==> src/rtl/axi4lite_master_arbiter.sv <==
// Two-requester arbiter sharing one AXI4-Lite master port, one transaction in flight.
// Define AXI4L_ARB_FIXED_PRIO_EN for fixed priority (requester 0 wins ties); default is round-robin.
module axi4lite_master_arbiter #(
    parameter int C_M_AXI_DATA_WIDTH = 32,
    parameter int C_M_AXI_ADDR_WIDTH = 4
) (
    input  logic                            M_AXI_ACLK,
    input  logic                            M_AXI_ARESET,

    input  logic [1:0]                      REQ_VALID,
    output logic [1:0]                      REQ_READY,
    input  logic [1:0]                      REQ_WRITE,
    input  logic [2*C_M_AXI_ADDR_WIDTH-1:0] REQ_ADDR,
    input  logic [2*C_M_AXI_DATA_WIDTH-1:0] REQ_WDATA,
    output logic [1:0]                      REQ_DONE,
    output logic [C_M_AXI_DATA_WIDTH-1:0]   REQ_RDATA,
    output logic [1:0]                      REQ_RESP,

    output logic [C_M_AXI_ADDR_WIDTH-1:0]   M_AXI_AWADDR,
    output logic [2:0]                      M_AXI_AWPROT,
    output logic                            M_AXI_AWVALID,
    input  logic                            M_AXI_AWREADY,
    output logic [C_M_AXI_DATA_WIDTH-1:0]   M_AXI_WDATA,
    output logic                            M_AXI_WVALID,
    input  logic                            M_AXI_WREADY,
    input  logic [1:0]                      M_AXI_BRESP,
    input  logic                            M_AXI_BVALID,
    output logic                            M_AXI_BREADY,
    output logic [C_M_AXI_ADDR_WIDTH-1:0]   M_AXI_ARADDR,
    output logic [2:0]                      M_AXI_ARPROT,
    output logic                            M_AXI_ARVALID,
    input  logic                            M_AXI_ARREADY,
    input  logic [C_M_AXI_DATA_WIDTH-1:0]   M_AXI_RDATA,
    input  logic [1:0]                      M_AXI_RRESP,
    input  logic                            M_AXI_RVALID,
    output logic                            M_AXI_RREADY
);

    localparam int AW = C_M_AXI_ADDR_WIDTH;
    localparam int DW = C_M_AXI_DATA_WIDTH;

    typedef enum logic [2:0] {
        IDLE,
        WR_ADDR_DATA,
        WR_RESP,
        RD_ADDR,
        RD_DATA
    } state_t;

    state_t          state;
    logic            owner;
    logic            winner;
    logic            accept;
    logic [AW-1:0]   sel_addr;
    logic [DW-1:0]   sel_wdata;
    logic            aw_finishing;
    logic            w_finishing;

    assign M_AXI_AWPROT = 3'b000;
    assign M_AXI_ARPROT = 3'b000;

`ifdef AXI4L_ARB_FIXED_PRIO_EN
    assign winner = ~REQ_VALID[0];
`else
    // prio_ptr names the requester that wins when both are valid
    logic prio_ptr;

    assign winner = (&REQ_VALID) ? prio_ptr : ~REQ_VALID[0];

    always_ff @(posedge M_AXI_ACLK) begin
        if (M_AXI_ARESET) begin
            prio_ptr <= 1'b0;
        end else if (accept) begin
            prio_ptr <= ~winner;
        end
    end
`endif

    assign accept    = (state == IDLE) && (|REQ_VALID) && !M_AXI_ARESET;
    assign REQ_READY = accept ? (winner ? 2'b10 : 2'b01) : 2'b00;
    assign sel_addr  = winner ? REQ_ADDR[2*AW-1:AW] : REQ_ADDR[AW-1:0];
    assign sel_wdata = winner ? REQ_WDATA[2*DW-1:DW] : REQ_WDATA[DW-1:0];

    // A write channel counts as finished if it already handshook or does so this edge
    assign aw_finishing = !M_AXI_AWVALID || M_AXI_AWREADY;
    assign w_finishing  = !M_AXI_WVALID  || M_AXI_WREADY;

    always_ff @(posedge M_AXI_ACLK) begin
        if (M_AXI_ARESET) begin
            state         <= IDLE;
            owner         <= 1'b0;
            M_AXI_AWADDR  <= '0;
            M_AXI_AWVALID <= 1'b0;
            M_AXI_WDATA   <= '0;
            M_AXI_WVALID  <= 1'b0;
            M_AXI_BREADY  <= 1'b0;
            M_AXI_ARADDR  <= '0;
            M_AXI_ARVALID <= 1'b0;
            M_AXI_RREADY  <= 1'b0;
            REQ_DONE      <= 2'b00;
            REQ_RDATA     <= '0;
            REQ_RESP      <= 2'b00;
        end else begin
            REQ_DONE <= 2'b00;
            case (state)
                IDLE: begin
                    if (accept) begin
                        owner <= winner;
                        if (REQ_WRITE[winner]) begin
                            M_AXI_AWADDR  <= sel_addr;
                            M_AXI_WDATA   <= sel_wdata;
                            M_AXI_AWVALID <= 1'b1;
                            M_AXI_WVALID  <= 1'b1;
                            state         <= WR_ADDR_DATA;
                        end else begin
                            M_AXI_ARADDR  <= sel_addr;
                            M_AXI_ARVALID <= 1'b1;
                            state         <= RD_ADDR;
                        end
                    end
                end
                WR_ADDR_DATA: begin
                    if (M_AXI_AWVALID && M_AXI_AWREADY) begin
                        M_AXI_AWVALID <= 1'b0;
                    end
                    if (M_AXI_WVALID && M_AXI_WREADY) begin
                        M_AXI_WVALID <= 1'b0;
                    end
                    if (aw_finishing && w_finishing) begin
                        M_AXI_BREADY <= 1'b1;
                        state        <= WR_RESP;
                    end
                end
                WR_RESP: begin
                    if (M_AXI_BVALID) begin
                        M_AXI_BREADY <= 1'b0;
                        REQ_RESP     <= M_AXI_BRESP;
                        REQ_RDATA    <= '0;
                        REQ_DONE     <= owner ? 2'b10 : 2'b01;
                        state        <= IDLE;
                    end
                end
                RD_ADDR: begin
                    if (M_AXI_ARREADY) begin
                        M_AXI_ARVALID <= 1'b0;
                        M_AXI_RREADY  <= 1'b1;
                        state         <= RD_DATA;
                    end
                end
                RD_DATA: begin
                    if (M_AXI_RVALID) begin
                        M_AXI_RREADY <= 1'b0;
                        REQ_RESP     <= M_AXI_RRESP;
                        REQ_RDATA    <= M_AXI_RDATA;
                        REQ_DONE     <= owner ? 2'b10 : 2'b01;
                        state        <= IDLE;
                    end
                end
                default: begin
                    state <= IDLE;
                end
            endcase
        end
    end

endmodule
==> config.mk <==
export PLATFORM = sky130hd
export DESIGN_NAME = axi4lite_master_arbiter
export DESIGN_NICKNAME = d
export VERILOG_FILES = /design/src/rtl/axi4lite_master_arbiter.sv
export SDC_FILE = /design/constraint.sdc
export NUM_CORES = 1
export LEC_CHECK = 0
export CAP_MARGIN = 40
export CORE_MARGIN = 2
export CORE_UTILIZATION = 41
export CTS_CLUSTER_SIZE = 25
export DETAILED_ROUTE_END_ITERATION = 8
export GPL_TIMING_DRIVEN = 0
export PLACE_DENSITY = 0.81
export REMOVE_ABC_BUFFERS = 1
export SYNTH_ARGS = -nofsm -noshare
export SYNTH_HDL_FRONTEND = slang
export SYNTH_SLANG_ARGS = --single-unit
==> constraint.sdc <==
create_clock -name M_AXI_ACLK -period 2.8 [get_ports M_AXI_ACLK]
set_clock_uncertainty 0.15 [all_clocks]
set_input_delay 0.56 -clock M_AXI_ACLK [delete_from_list [all_inputs] [get_ports M_AXI_ACLK]]
set_output_delay 0.56 -clock M_AXI_ACLK [all_outputs]
set_load 0.01 [all_outputs]
# Word level (Yosys, flattened, before mapping)
# Index checks and enable logic that the tools add are counted.
[word_totals] out_inout_bits=89 elab_cells=99 input_bits=119 reg_bits=86
[op_classes] n_lt_le_gt_ge=1 n_reduce_logical=28 n_bitwise=3 eq_ne=13 n_mux=40
[op_table] operator="2-to-1 mux 32 bit" n=3
[op_table] operator="case mux 32 bit (2 select lines)" n=1
[op_table] operator="2-to-1 mux 2 bit" n=8
[op_table] operator="inequality test 2 bit (second input constant)" n=8
[op_table] operator="2-to-1 mux 3 bit" n=5
[op_table] operator="case mux 3 bit (5 select lines)" n=1
[op_table] operator="AND reduction 3 bit" n=5
[op_table] operator="2-to-1 mux 1 bit" n=14
[op_table] operator="AND reduction 4 bit" n=3
[op_table] operator="case mux 1 bit (2 select lines)" n=5
[op_table] operator="nonzero test 2 bit" n=5
[op_table] operator="case mux 2 bit (2 select lines)" n=2
[op_table] operator="equality test 3 x 2 -> 1 bit (second input constant)" n=2
[op_table] operator="logical AND 1 bit" n=5
[op_table] operator="AND reduction 5 bit" n=1
[op_table] operator="2-to-1 mux 4 bit" n=1
[op_table] operator="AND reduction 2 bit" n=2
[op_table] operator="equality test 3 x 1 -> 1 bit (second input constant)" n=1
[op_table] operator="equality test 3 bit (second input constant)" n=1
[op_table] operator="logical NOT 1 bit" n=3
[op_table] operator="logical NOT 3 bit" n=1
[op_table] operator="inverter 1 bit" n=3
[op_table] operator="logical OR 1 bit" n=2
[op_table] operator="< comparator 1 x 2 -> 1 bit (second input constant)" n=1
[op_table] operator="other kinds (2)" n=2

# Logic depth before layout (Yosys ltp)
[depth] depth_word=7 mapped_depth=8 ltp_nobuf=4

# Worst setup path after synthesis
# No wires, ideal clock.
[synth_path] kind="register to output" from="register state[0]" to="output port REQ_READY[0]" required_ps=2090 arrival_ps=1510 path_slack_ps=580 path_buffers=3 stages_incl_launch_ff=7 cell_sequence="dfxtp_1 > buf_6 > or3_1 > a211o_1 > buf_6 > clkbuf_1 > nor2_1"
[synth_via] elab_chain_cells=4
[synth_lines] element="start, declared" line="50" source="state_t state;"
[synth_lines] element="start signal, assigned" line="90" source="state <= IDLE;"
[synth_lines] element="start signal, assigned" line="114" source="state <= WR_ADDR_DATA;"
[synth_lines] element="start signal, assigned" line="118" source="state <= RD_ADDR;"
[synth_lines] element="logical NOT 3 bit" line="79" source="assign accept = (state == IDLE) && (|REQ_VALID) && !M_AXI_ARESET;"
[synth_lines] element="logical AND 1 bit (2 in series)" line="79"
[synth_lines] element="2-to-1 mux 2 bit" line="80" source="assign REQ_READY = accept ? (winner ? 2'b10 : 2'b01) : 2'b00;"
[synth_lines] element="end, declared" line="11" source="output logic [1:0] REQ_READY,"
# No other way between the ends.

# Worst setup path after layout
[layout_path] from="register state[0]" to="output port REQ_READY[1]"
# Same word-level chain as after synthesis.

==> flow_metrics.tcl <==
set metrics [dict create \
    end_kind "primary output" \
    yosys_warnings 0 \
    crit-reg2reg-launch "state[0]" \
    hold_start "REQ_RDATA[2]" \
    fp.dieH_um 105.1 \
    dp_hpwl_um 9291 \
    drt_wl_total_um 13190 \
    p_per_area_nw_per_um2 482.6 \
    nNetsFinal 785 \
    critPathArrivalTime_ns 2.02 \
    drc 0 \
    dp_cells 785 \
    reg2reg_to "M_AXI_WDATA[0]" \
    drt_first_pass_iters 4 \
    io_pins 208 \
    worst_pin_slew_ns 0.9465 \
    hold_class "register to register" \
    die_area_um2 11050 \
    grt_pass1_wl_um 21050 \
    cts_max_level 3 \
    status "finished clean" \
    cp_slowest_cell "dfxtp_2" \
    final_layout_size_suffix_gt1_share_pct 10.73 \
    rows 36 \
    clkSinkCount 86 \
    synth_area_per_cell_um2 8.539 \
    antenna_found_initial 1 \
    drv_slew 0 \
    drtAntennaViolNets 0 \
    timing.fmax_mhz 365.9 \
    min_period_ns 2.733 \
    r2r_slack_ns 0.42 \
    path_class "register to primary output" \
    cap_viol_max_count 0 \
    grt.overflow.total 0 \
    r2r_cells 6 \
    netlist_area_um2 4193 \
    slew-limit-headroom_pct 36.76 \
    path_clk_slew_ns 0.09 \
    p_leak_nw 2.182 \
    worst_setup_path_start_kind "register" \
    clk-insertion-delay-late_ns 0.35 \
    synthCells 491 \
    fin_cells 805 \
    cts_tree "built" \
    required_ns 2.09 \
    ys_ff_latch 86 \
    cts-root-buf "clkbuf_8" \
    synth.distinct_cells 35 \
    wl_per_cell_um 16.38 \
    core_area_um2 9864 \
    finalSetupTns_ns 0 \
    area_growth_pct 57.30 \
    initial_core_util_pct 42.50 \
    vias_per_cell 5.211 \
    seq_area_frac_synth_pct 41.06 \
    critPathLaunch "state[0]" \
    cp_cell_sequence "or3_4 > a211o_4 > buf_16 > nor2_1 > dlygate4sd2_1" \
    hold_path_depth 2 \
    ir_drop_uv 337.6 \
    grt_usage_pct 23.38 \
    place.gp.congestion 0.7632 \
    drtIter0Drc 227 \
    dr_total_vias 4195 \
    clock_path_buffers 2 \
    hold_end "REQ_RDATA[2]" \
    portBuffers 201 \
    numCtsBuffers 9 \
    grt_pass1_vias 4166 \
    finalHoldViolCount 0 \
    dieWidth_um 105.1 \
    hold_buffers 0 \
    max_stage_delay_ns 0.39 \
    rsz0062_at_grt "no" \
    period_share_pct 97.61 \
    setup_violations 0 \
    worst-path-max-fanout 23 \
    grt_max_degree 63 \
]
==> layout by cell type (no fill, tap or decap), types with 3 or more instances in the layout <==
cell type and count:
nand2_1 36, nand3_1 34, a211oi_1 8, clkdlybuf4s50_1 196, dfxtp_2 3, o21ai_0 3
a311oi_1 5, a21oi_1 81, a211oi_2 30, inv_1 42, clkbuf_8 10, dfxtp_1 83
nor2_1 4, mux2i_1 7, conb_1 6, nand3b_1 74, buf_16 4, dlygate4sd2_1 4
buf_4 4
==> kinds of logic after synthesis <==
group                  share of synthesized area, %
buffers and inverters                         10.32
muxes                                         1.671
other                                       0.08944
and+or+nand+nor                               23.22
DFF                                           41.06
AOI/OAI and AO/OA                             23.63
==> metrics by stage <==
stage,util [%],setup slack (ns),cell area [um^2],power [mW],hold slack [ns]
detailed placement,64.10,-0.5937,6324,2.215,0.2830
CTS,66.77,0.02534,6586,3.210,0.2980
global route,66.86,0.0006040,6595,3.332,0.3261
floorplan,-,-1.213,3936,1.717,0.2557
global placement,61.99,-4.140,6115,2.147,0.2791
finish,66.86,0.06700,6595,3.183,0.3033
==> Yosys cell counts <==
| cell | n | share of area (%) |
|---|---|---|
| a211o_1 | 1 | 0.21 |
| a211oi_1 | 8 | 1.4 |
| a211oi_2 | 30 | 9.0 |
| a21bo_2 | 1 | 0.24 |
| a21boi_1 | 1 | 0.18 |
| a21o_1 | 1 | 0.18 |
| a21oi_1 | 82 | 9.8 |
| a221oi_1 | 2 | 0.42 |
| a311o_1 | 1 | 0.24 |
| a311oi_1 | 5 | 1.0 |
| and2_1 | 1 | 0.15 |
| buf_1 | 4 | 0.36 |
| buf_2 | 1 | 0.12 |
| buf_4 | 6 | 1.1 |
| buf_6 | 6 | 1.6 |
| clkbuf_1 | 38 | 3.4 |
| conb_1 | 1 | 0.089 |
| dfxtp_1 | 86 | 41 |
| inv_1 | 42 | 3.8 |
| mux2i_1 | 7 | 1.7 |
| nand2_1 | 36 | 3.2 |
| nand2b_1 | 2 | 0.30 |
| nand3_1 | 34 | 4.1 |
| nand3b_1 | 74 | 13 |
| nor2_1 | 4 | 0.36 |
| nor2b_1 | 2 | 0.30 |
| nor3_1 | 2 | 0.24 |
| nor3b_1 | 3 | 0.54 |
| o21ai_0 | 3 | 0.36 |
| o221ai_1 | 1 | 0.21 |
| o32ai_2 | 1 | 0.39 |
| or2_1 | 1 | 0.15 |
| or2_2 | 1 | 0.15 |
| or3_1 | 2 | 0.30 |
| or3b_2 | 1 | 0.21 |
==> metal layers <==
| metal | wire length, um | track usage (%) | up-vias |
|---|---|---|---|
| met5 | 0 | 0 | - |
| met4 | 320 | 8.571 | 0 |
| met3 | 681 | 5.053 | 22 |
| met2 | 6687 | 41.56 | 140 |
| met1 | 5497 | 27.48 | 1980 |
| li1 | - | - | 2053 |
==> area by class of cell <==
type / count / area, um^2
fill: 797 / 3269
timing repair buffer: 213 / 2203
multi-input combinational: 314 / 2116
sequential: 86 / 1725
tap: 133 / 166.4
inverter: 42 / 157.7
clock buffer: 11 / 141.4
clock inverter: 5 / 82.58
antenna: 1 / 2.502
==> how the worst max path moves through the flow <==
stage,end,slack [ns],depth (start not counted)
detailed placement,REQ_READY[1],-0.59,6
finish,REQ_READY[1],0.07,5
global placement,M_AXI_WDATA[1],-4.14,4
CTS,REQ_READY[0],0.03,4
global route,REQ_READY[1],0.0006,5
floorplan,M_AXI_WDATA[0],-1.21,4
==> power breakdown <==
part,internal (mW),switching (mW)
combinational,0.454,0.387
clock,0.529,0.447
sequential,1.31,0.0588
==> state kept, by name (all words and copies together), names as in the netlist, 2 cells and up <==
signal        cells
M_AXI_WDATA      32
M_AXI_AWADDR      4
REQ_RESP          2
REQ_DONE          2
state             3
M_AXI_ARADDR      4
REQ_RDATA        32
==> repair_timing <==
| action | CTS | global route |
|---|---|---|
| endpoints found under the setup margin | 32 | 1 |
| setup buffers | 2 | 0 |
| resized for setup | 10 | 1 |
| gates cloned | 1 | 0 |
| pin swaps | 1 | 0 |
==> critical path, delay by kind of cell, from the launching register on <==
kind / cells / cell delay [ns]
and+or+nand+nor: 2 / 0.49
buffers and inverters: 2 / 0.44
DFF: 1 / 0.39
AOI/OAI and AO/OA: 1 / 0.34
Note: power is estimated with default switching activity, not from simulation.
